**src/rtl/alu_pkg.sv**
```systemverilog
`default_nettype none
// ============================================================================
//  Module      : alu_pkg
//  Description : Shared ALU control-code encoding, execute-FSM state type and
//                the width of the control code. Also used by the ALU control
//                decoder, which drives alu_code_e values.
//  Contents    : ALU_CODE_W, alu_code_e, alu_state_e, is_shift_code()
//  Revision    : 1.0  initial release
// ============================================================================
package alu_pkg;

    localparam int ALU_CODE_W = 4;

    typedef enum logic [ALU_CODE_W-1:0] {
        ALU_AND = 4'b0000,
        ALU_OR  = 4'b0001,
        ALU_ADD = 4'b0010,
        ALU_SUB = 4'b0011,
        ALU_SLT = 4'b0100,
        ALU_XOR = 4'b0101,
        ALU_SLL = 4'b0110,
        ALU_SRL = 4'b0111,
        ALU_SRA = 4'b1000
    } alu_code_e;

    typedef enum logic [1:0] {
        IDLE  = 2'd0,
        SHIFT = 2'd1
    } alu_state_e;

    // True for the three codes handled by the iterative shifter.
    function automatic logic is_shift_code(input logic [ALU_CODE_W-1:0] code);
        return (code == ALU_SLL) || (code == ALU_SRL) || (code == ALU_SRA);
    endfunction

endpackage
`default_nettype wire

```
**src/rtl/alu_comb_core.sv**
```systemverilog
`default_nettype none
// ============================================================================
//  Module      : alu_comb_core
//  Description : Single-cycle combinational ALU: AND/OR/ADD/SUB/SLT/XOR and
//                illegal-code detection. Shift codes are legal here but their
//                result comes from the iterative shifter in alu_exec_unit.
//  Ports       : code    in   ALU control code
//                a, b    in   operands
//                result  out  operation result (0 for shifts and illegal)
//                illegal out  code is not one of the supported codes
//  Revision    : 1.0  initial release
// ============================================================================
module alu_comb_core
    import alu_pkg::*;
#(
    parameter int WIDTH = 32
) (
    input  logic [ALU_CODE_W-1:0] code,
    input  logic [WIDTH-1:0]      a,
    input  logic [WIDTH-1:0]      b,
    output logic [WIDTH-1:0]      result,
    output logic                  illegal
);

    always_comb begin
        result  = '0;
        illegal = 1'b0;
        case (code)
            ALU_AND: result = a & b;
            ALU_OR:  result = a | b;
            ALU_ADD: result = a + b;
            ALU_SUB: result = a - b;
            ALU_SLT: result = {{(WIDTH-1){1'b0}}, ($signed(a) < $signed(b))};
            ALU_XOR: result = a ^ b;
            ALU_SLL, ALU_SRL, ALU_SRA: result = '0;
            default: illegal = 1'b1;
        endcase
    end

endmodule
`default_nettype wire

```
**src/rtl/alu_exec_unit.sv**
```systemverilog
`default_nettype none
// ============================================================================
//  Module      : alu_exec_unit
//  Description : ALU execute unit with valid/ready request and response
//                channels. Logic/arith ops complete in one cycle; shifts run
//                one bit per cycle under a two-state FSM.
//  Ports       : clk, rst_n                 clock, async active-low reset
//                req_valid/req_ready        request handshake
//                req_code, req_a, req_b     code and operands (shamt = b[SHAMT_W-1:0])
//                rsp_valid/rsp_ready        response handshake
//                rsp_result, rsp_zero,      result, result==0 flag,
//                rsp_illegal                unsupported-code flag
//  Revision    : 1.0  initial release
// ============================================================================
module alu_exec_unit
    import alu_pkg::*;
#(
    parameter int WIDTH   = 32,
    parameter int SHAMT_W = $clog2(WIDTH)
) (
    input  logic                  clk,
    input  logic                  rst_n,
    input  logic                  req_valid,
    output logic                  req_ready,
    input  logic [ALU_CODE_W-1:0] req_code,
    input  logic [WIDTH-1:0]      req_a,
    input  logic [WIDTH-1:0]      req_b,
    output logic                  rsp_valid,
    input  logic                  rsp_ready,
    output logic [WIDTH-1:0]      rsp_result,
    output logic                  rsp_zero,
    output logic                  rsp_illegal
);

    localparam logic [SHAMT_W-1:0] c_one = SHAMT_W'(1);

    alu_state_e            r_state;
    alu_state_e            w_state_next;
    logic [WIDTH-1:0]      r_work;
    logic [SHAMT_W-1:0]    r_count;
    logic [ALU_CODE_W-1:0] r_code;
    logic                  r_rsp_valid;
    logic [WIDTH-1:0]      r_rsp_result;
    logic                  r_rsp_zero;
    logic                  r_rsp_illegal;

    logic [WIDTH-1:0]      w_core_result;
    logic                  w_core_illegal;
    logic [SHAMT_W-1:0]    w_shamt;
    logic                  w_accept;
    logic                  w_is_shift;
    logic                  w_start_shift;
    logic                  w_shift_done;
    logic                  w_load;
    logic [WIDTH-1:0]      w_work_next;
    logic [WIDTH-1:0]      w_load_result;
    logic                  w_load_illegal;

    alu_comb_core #(
        .WIDTH (WIDTH)
    ) u_core (
        .code    (req_code),
        .a       (req_a),
        .b       (req_b),
        .result  (w_core_result),
        .illegal (w_core_illegal)
    );

    assign w_shamt       = req_b[SHAMT_W-1:0];
    assign w_accept      = req_valid && req_ready;
    assign w_is_shift    = is_shift_code(req_code);
    assign w_start_shift = w_accept && w_is_shift && (w_shamt != '0);
    // The last shift step produces the final value in the same cycle it loads.
    assign w_shift_done  = (r_state == SHIFT) && (r_count == c_one);
    assign w_load        = (w_accept && !w_start_shift) || w_shift_done;

    // ---------------- FSM: state register ----------------
    always_ff @(posedge clk or negedge rst_n) begin
        if (!rst_n) begin
            r_state <= IDLE;
        end else begin
            r_state <= w_state_next;
        end
    end

    // ---------------- FSM: next state ----------------
    always_comb begin
        w_state_next = r_state;
        case (r_state)
            IDLE:    if (w_start_shift) w_state_next = SHIFT;
            SHIFT:   if (w_shift_done)  w_state_next = IDLE;
            default: w_state_next = IDLE;
        endcase
    end

    // ---------------- FSM: outputs ----------------
    // Accept only when the output register is free or is being drained now,
    // so a completing shift never collides with an unaccepted response.
    always_comb begin
        req_ready = 1'b0;
        if (r_state == IDLE) begin
            req_ready = !r_rsp_valid || rsp_ready;
        end
    end

    // ---------------- Shift datapath ----------------
    always_comb begin
        w_work_next = r_work;
        case (r_code)
            ALU_SLL: w_work_next = {r_work[WIDTH-2:0], 1'b0};
            ALU_SRL: w_work_next = {1'b0, r_work[WIDTH-1:1]};
            ALU_SRA: w_work_next = {r_work[WIDTH-1], r_work[WIDTH-1:1]};
            default: w_work_next = r_work;
        endcase
    end

    always_ff @(posedge clk or negedge rst_n) begin
        if (!rst_n) begin
            r_work  <= '0;
            r_count <= '0;
            r_code  <= '0;
        end else if (w_start_shift) begin
            r_work  <= req_a;
            r_count <= w_shamt;
            r_code  <= req_code;
        end else if (r_state == SHIFT) begin
            r_work  <= w_work_next;
            r_count <= r_count - c_one;
        end
    end

    // ---------------- Response registers ----------------
    always_comb begin
        w_load_result  = w_core_result;
        w_load_illegal = w_core_illegal;
        if (w_shift_done) begin
            w_load_result  = w_work_next;
            w_load_illegal = 1'b0;
        end else if (w_is_shift) begin
            // Zero shift amount bypasses the shifter entirely.
            w_load_result  = req_a;
        end
    end

    always_ff @(posedge clk or negedge rst_n) begin
        if (!rst_n) begin
            r_rsp_valid   <= 1'b0;
            r_rsp_result  <= '0;
            r_rsp_zero    <= 1'b0;
            r_rsp_illegal <= 1'b0;
        end else if (w_load) begin
            r_rsp_valid   <= 1'b1;
            r_rsp_result  <= w_load_result;
            r_rsp_zero    <= (w_load_result == '0);
            r_rsp_illegal <= w_load_illegal;
        end else if (rsp_ready) begin
            r_rsp_valid   <= 1'b0;
        end
    end

    assign rsp_valid   = r_rsp_valid;
    assign rsp_result  = r_rsp_result;
    assign rsp_zero    = r_rsp_zero;
    assign rsp_illegal = r_rsp_illegal;

endmodule
`default_nettype wire
```
**config.mk**
```make
export PLATFORM = sky130hd
export DESIGN_NAME = alu_exec_unit
export DESIGN_NICKNAME = d
export VERILOG_FILES = /design/src/rtl/alu_pkg.sv /design/src/rtl/alu_comb_core.sv /design/src/rtl/alu_exec_unit.sv
export SDC_FILE = /design/constraint.sdc
export NUM_CORES = 1
export LEC_CHECK = 0
export BUFFER_PORTS_ARGS = -buffer_cell sky130_fd_sc_hd__buf_2
export CAP_MARGIN = 20
export CORE_ASPECT_RATIO = 0.8
export CORE_MARGIN = 2
export CORE_UTILIZATION = 35
export DETAILED_ROUTE_END_ITERATION = 7
export SYNTH_ARGS = -nofsm -noshare
export SYNTH_HDL_FRONTEND = slang
export SYNTH_HIERARCHICAL = 1
export SYNTH_SLANG_ARGS = --single-unit
```
**constraint.sdc**
```tcl
create_clock -name clk -period 2.5 [get_ports clk]
set_input_delay 0.5 -clock clk [delete_from_list [all_inputs] [get_ports clk]]
set_output_delay 0.5 -clock clk [all_outputs]
set_load 0.005 [all_outputs]
```
# == Word level (Yosys, flattened, before mapping) ==
# Cells that the tools add are included.
# word_totals
output_inout_bits,36
register_bits,78
in_bits,72
word_cells,65
# classes
order_cmp,1
bitwise_logic,3
eq_ne,15
add_sub_neg,3
n_reduce_logical,19
mux,16
# op_table
cell,n
32-bit one-hot mux with 6 select lines,1
32-bit two-way mux,4
32-bit one-hot mux with 3 select lines,1
32-bit adder,1
32-bit AND,1
32-bit zero test,1
32-bit less-than comparator,1
32-bit OR,1
32-bit subtractor,1
32-bit XOR,1
"4-bit by 3-bit == test with 1-bit output, second input constant",6
5-bit two-way mux,2
9-bit OR reduction,1
"4-bit by 2-bit == test with 1-bit output, second input constant",2
"4-bit == test, second input constant",2
"5-bit by 1-bit == test with 1-bit output, second input constant",1
1-bit logical AND,5
1-bit two-way mux,5
5-bit nonzero test,1
"5-bit by 1-bit subtractor with 5-bit output, second input constant",1
"4-bit by 1-bit == test with 1-bit output, second input constant",1
4-bit zero test,1
1-bit logical OR,4
2-bit two-way mux,2
7 further kinds,10

# == Logic depth before layout (Yosys ltp) ==
# depth
depth_word,10
mapped_depth,17
ltp_nobuf,17

# == By module ==
# The synthesis kept the hierarchy.
# modules_own_cells
mod,seq_area_each_um2,area_each_um2,cells_per_inst,n_inst
alu_comb_core,0.0,5081.1,727,1
alu_exec_unit,1926.8,4699.5,566,1

# == Worst setup path before layout ==
# Ideal clock, no wire load.
# synth_path
path_type,input -> register
start,input port req_a[4]
end,register r_rsp_zero (netlist: rsp_zero)
arrival_time_ns,3.277
n_path_buf,1
slack_ns,-0.881
setup_ns,0.103
path_stages,16
required_time_ns,2.397
cell_sequence,inv_1 ha_1 buf_6 a2111oi_4 o21ai_2 and4b_4 o21ba_1 a211oi_2 o31ai_1 o31ai_2 xor2_1 o21ai_1 mux2_2 a221oi_1 nand4_1 o41ai_2
# synth_via
elab_chain_cells,5
elab_cells_between_ends,10
classes_between,2 x add/sub; 1 x order compare; 3 x mux; 3 x bitwise; 1 x reduce/logical
# synth_rtl
element,line,text
start: declaration,alu_exec_unit.sv:26,"input logic [WIDTH-1:0] req_a,"
32-bit subtractor or 32-bit adder (tied branches),"alu_comb_core.sv:32, alu_comb_core.sv:31",
32-bit one-hot mux with 6 select lines (*),alu_comb_core.sv:28,case (code)
net w_core_result[31],alu_exec_unit.sv:47,logic [WIDTH-1:0] w_core_result;
32-bit two-way mux (*),alu_exec_unit.sv:139,end else if (w_is_shift) begin
32-bit two-way mux (*),alu_exec_unit.sv:136,if (w_shift_done) begin
32-bit zero test (*),alu_exec_unit.sv:154,r_rsp_zero <= (w_load_result == '0);
end signal: assignment,alu_exec_unit.sv:154,
end: declaration,alu_exec_unit.sv:44,logic r_rsp_zero;
# Mark *: on every way through the listed nets, which the timed path passes. The rest lies on a longest branch.
# A chain may end at the register's enable or synchronous reset.

# == Final worst setup path ==
# layout_path
start,input port req_a[1]
end,register r_rsp_zero (netlist: rsp_zero)
# The elaborated chain is that of the path after synthesis.

==> impl_metrics.json <==
{
  "clock_sinks": 77,
  "grt-ovfl-total": 0,
  "crit_start": "req_a[1]",
  "root_buffer": "clkbuf_16",
  "synth.distinct_cells": 96,
  "fin_crit_sh": 1.372,
  "synth_compound_area_frac": 0.3533,
  "core_um2": 27360,
  "p_sw_frac": 0.4408,
  "antenna_found_initial": 0,
  "p_int_w": 0.005266,
  "worstPathArrival_ns": 3.68,
  "synth_fa_ha_area_frac": 0.1384,
  "layout-drive-gt1-share": 0.4679,
  "fin_skew_ns": 0.009644,
  "place_congestion": 0.9389,
  "path_clk_slew_ns": 0.06,
  "vias": 12190,
  "finalSetupViolations": 29,
  "row_count": 54,
  "path_cells": "buf_8 -> clkinvlp_4 -> ha_4 -> a211oi_4 -> o21ai_2 -> and4b_4 -> o21ba_4 -> a211oi_4 -> o31ai_2 -> o31ai_2 -> xor2_1 -> o21ai_1 -> mux2_4 -> a221oi_2 -> nand4_1 -> o41ai_2",
  "num_antenna_cells": 0,
  "synth_largest_area_cell": "dfrtp_1",
  "clkLatencyLatePin_ns": 0.35,
  "yosys_warnings": 6,
  "synth_ff_type": "dfrtp_1",
  "syn-mean-instance-area_um2": 7.564,
  "final_hold_viol_count": 0,
  "finalNetCount": 1918,
  "synth_fp_nets": 1472,
  "dieArea_um2": 29310,
  "p_leak_nw": 7.360,
  "grt_pass1_vias": 11650,
  "drc_errors": 0,
  "worst_slack_ns": -0.9299,
  "tightest_slew_ns": 0.9703,
  "cts_made_buffers": 9,
  "path_class": "input port to register",
  "status": "finished with violations",
  "cts-htree-levels": 3,
  "grt_pass1_wl_um": 64910,
  "maxCapViolCount": 0,
  "pwr-share-clk": 0.132,
  "synth_top_family_by_area": "compound AO/OA/AOI/OAI gates",
  "synth-edff-count": 0,
  "min_period_ns": 3.430,
  "r2r_start": "r_code[0]",
  "slowest_delay_ns": 0.32,
  "total_power_w": 0.009417,
  "hp-class": "input port to asynchronous set/reset pin",
  "dp_hpwl_um": 32580,
  "yosys_register_bits": 77,
  "post_synth_and_or_nand_nor_area_fraction": 0.2008,
  "slew_headroom": 0.3514,
  "start_util": 0.3574,
  "violations": "negative setup slack",
  "grt_usage": 0.2797,
  "port-buffer-count": 107,
  "cp_data_required_time_ns": 2.75,
  "drt_first_pass_iters": 6,
  "powerDensity_nw_per_um2": 595.3,
  "syn_to_final_growth_pct": 61.72,
  "slowest_stage": "mux2_4",
  "synth-xor-area-share": 0.01791,
  "post_synth_main_area_contributors": "dfrtp_1, ha_1, o21ai_0, nand3_1, a21oi_1",
  "cts_buffer_depth": 2,
  "drt_iter0_markers": 1301,
  "pre_cts_ws_ns": -1.425,
  "boundaryPins": 108,
  "ys_seq_area_frac": 0.1970,
  "tritoncts": "built",
  "wire_per_inst_um": 19.97,
  "seq_power_share": 0.232,
  "endpoint_kind": "register",
  "antenna_left": 0,
  "async_flop_share": 1.000,
  "rsz0062_at_grt": "yes",
  "synthCells": 1293,
  "critPathMaxFanout": 3,
  "hold_slack_ns": 0.05980,
  "critPathLaunchType": "input port",
  "synthMuxAreaShare": 0.007420,
  "combPwrFrac": 0.636,
  "vias_per_cell": 5.782,
  "power.switching_w": 0.004151,
  "vdd_drop_max_v": 0.0005111,
  "syn_area_um2": 9781,
  "routed_wirelength_um": 42100,
  "cts_hold_buf": 0,
  "die_w_um": 190.9,
  "synth_top_cell_area_share": 0.1970,
  "drv_slew": 0,
  "die_h_um": 153.5,
  "fmax_mhz": 291.6,
  "grt_max_degree": 54
}
-- through the flow --
| stage | util | instances | area [um^2] | TNS, ns |
|---|---|---|---|---|
| floorplan | - | 1293 | 10150 | -5.140 |
| global placement | 0.5043 | 2055 | 13800 | -28.30 |
| detailed placement | 0.5043 | 2055 | 13800 | -28.33 |
| CTS | 0.5506 | 2096 | 15070 | -12.53 |
| global route | 0.5781 | 2108 | 15820 | -15.24 |
| finish | 0.5781 | 2108 | 15820 | -12.46 |
-- timing repair --
action | 4_1_cts | 5_1_grt
resized for setup | 178 | 147
pin swaps | 72 | 90
setup endpoints to repair | 29 | 30
setup buffers | 30 | 19
-- final timing paths --
kind,to,cells past startpoint,slack (ns)
worst min register to register,rsp_result[1],2,0.48
min in group clk,rsp_valid,3,0.47
worst max-delay path,rsp_zero,16,-0.93
max in group asynchronous,rsp_result[19],2,1.80
worst min-delay path,r_count[3],1,0.06
worst max register to register,rsp_zero,7,-0.24
-- layout make-up --
| cell class | count | area [um^2] |
|---|---|---|
| Timing Repair Buffer | 532 | 4179 |
| Tap cell | 364 | 455.4 |
| Multi-Input combinational cell | 1016 | 8492 |
| Clock inverter | 5 | 36.28 |
| Inverter | 103 | 485.5 |
| Clock buffer | 11 | 242.7 |
| Sequential cell | 77 | 1927 |
| Fill cell | 2560 | 11550 |
-- sequential cells by signal, summed over array words and instances (netlist names) --
register,count
r_code,4
r_work,32
rsp_valid,1
rsp_result,32
r_state,1
r_count,5
rsp_illegal,1
rsp_zero,1
-- worst max-delay path, delay by kind of cell --
kind	cells	cell delay (ns)
adder cells (fa/ha/maj)	1	0.26
AND/OR/NAND/NOR	2	0.39
XOR/XNOR	1	0.18
AO/OA/AOI/OAI	9	1.83
multiplexers	1	0.32
buffers and inverters	2	0.20
-- cell usage in the layout, fill, tap and decap left out, drive strengths merged, types with 29 or more instances in the layout --
cell    Yosys  layout
nor2       70      70
inv       102     101
nand2     118     118
o21ai     145     145
ha        105     105
a221oi     29      29
a221o      33      33
dfrtp      77      77
a32oi      31      31
nand3     109     109
buf        32     532
a21oi     100     100
-- Yosys cell counts (4+ instances only) --
master    count
clkbuf_1     65
a211oi_1      8
nor3_1       14
nand3b_1      5
xnor2_1      18
or3_1         9
o221ai_1      5
o21a_1        6
inv_1       100
buf_6         6
a32oi_1      28
nand2b_1      9
nand2_1     117
o31ai_2       4
nor2_1       69
o21ai_1      15
nor2b_1       6
a22oi_1      17
o21ai_0     129
ha_1        105
a21o_1       19
o21bai_1      9
o22ai_1       7
mux2i_1       5
a21oi_1      98
nand3_1     109
buf_2        20
o211ai_1     11
dfrtp_1      77
and3_1        5
a31oi_1       5
a221o_1      33
a221oi_1     24
a211o_1       6
o31ai_1       8
nand4_1      13
nor4_1        8
a221oi_2      4
-- power groups by stage --
| stage | combinational [W] | sequential [W] | clock [W] |
|---|---|---|---|
| 6_report | 0.00599 | 0.00218 | 0.00124 |
| 5_1_grt | 0.00647 | 0.00225 | 0.00132 |
| 4_1_cts | 0.00552 | 0.00216 | 0.00126 |
| 3_5_place_dp | 0.00518 | 0.00218 | 0 |
| 3_3_place_gp | 0.00512 | 0.00217 | 0 |
| 2_1_floorplan | 0.00283 | 0.00213 | 0 |
-- routing by layer --
layer	global-route usage	vias up	part of all wire
met1	0.4011	5887	0.46
met2	0.4403	511	0.45
li1	-	5708	-
met5	0	-	0
met4	0.07752	0	0.031
met3	0.03447	82	0.065
-- cells by family after synthesis --
kind of cell | Yosys count
AND/OR/NAND/NOR | 395
XOR/XNOR | 20
AO/OA/AOI/OAI | 487
flip-flops | 77
buffers and inverters | 200
adder cells (fa/ha/maj) | 107
multiplexers | 7
(Power assumes the default switching activity.)
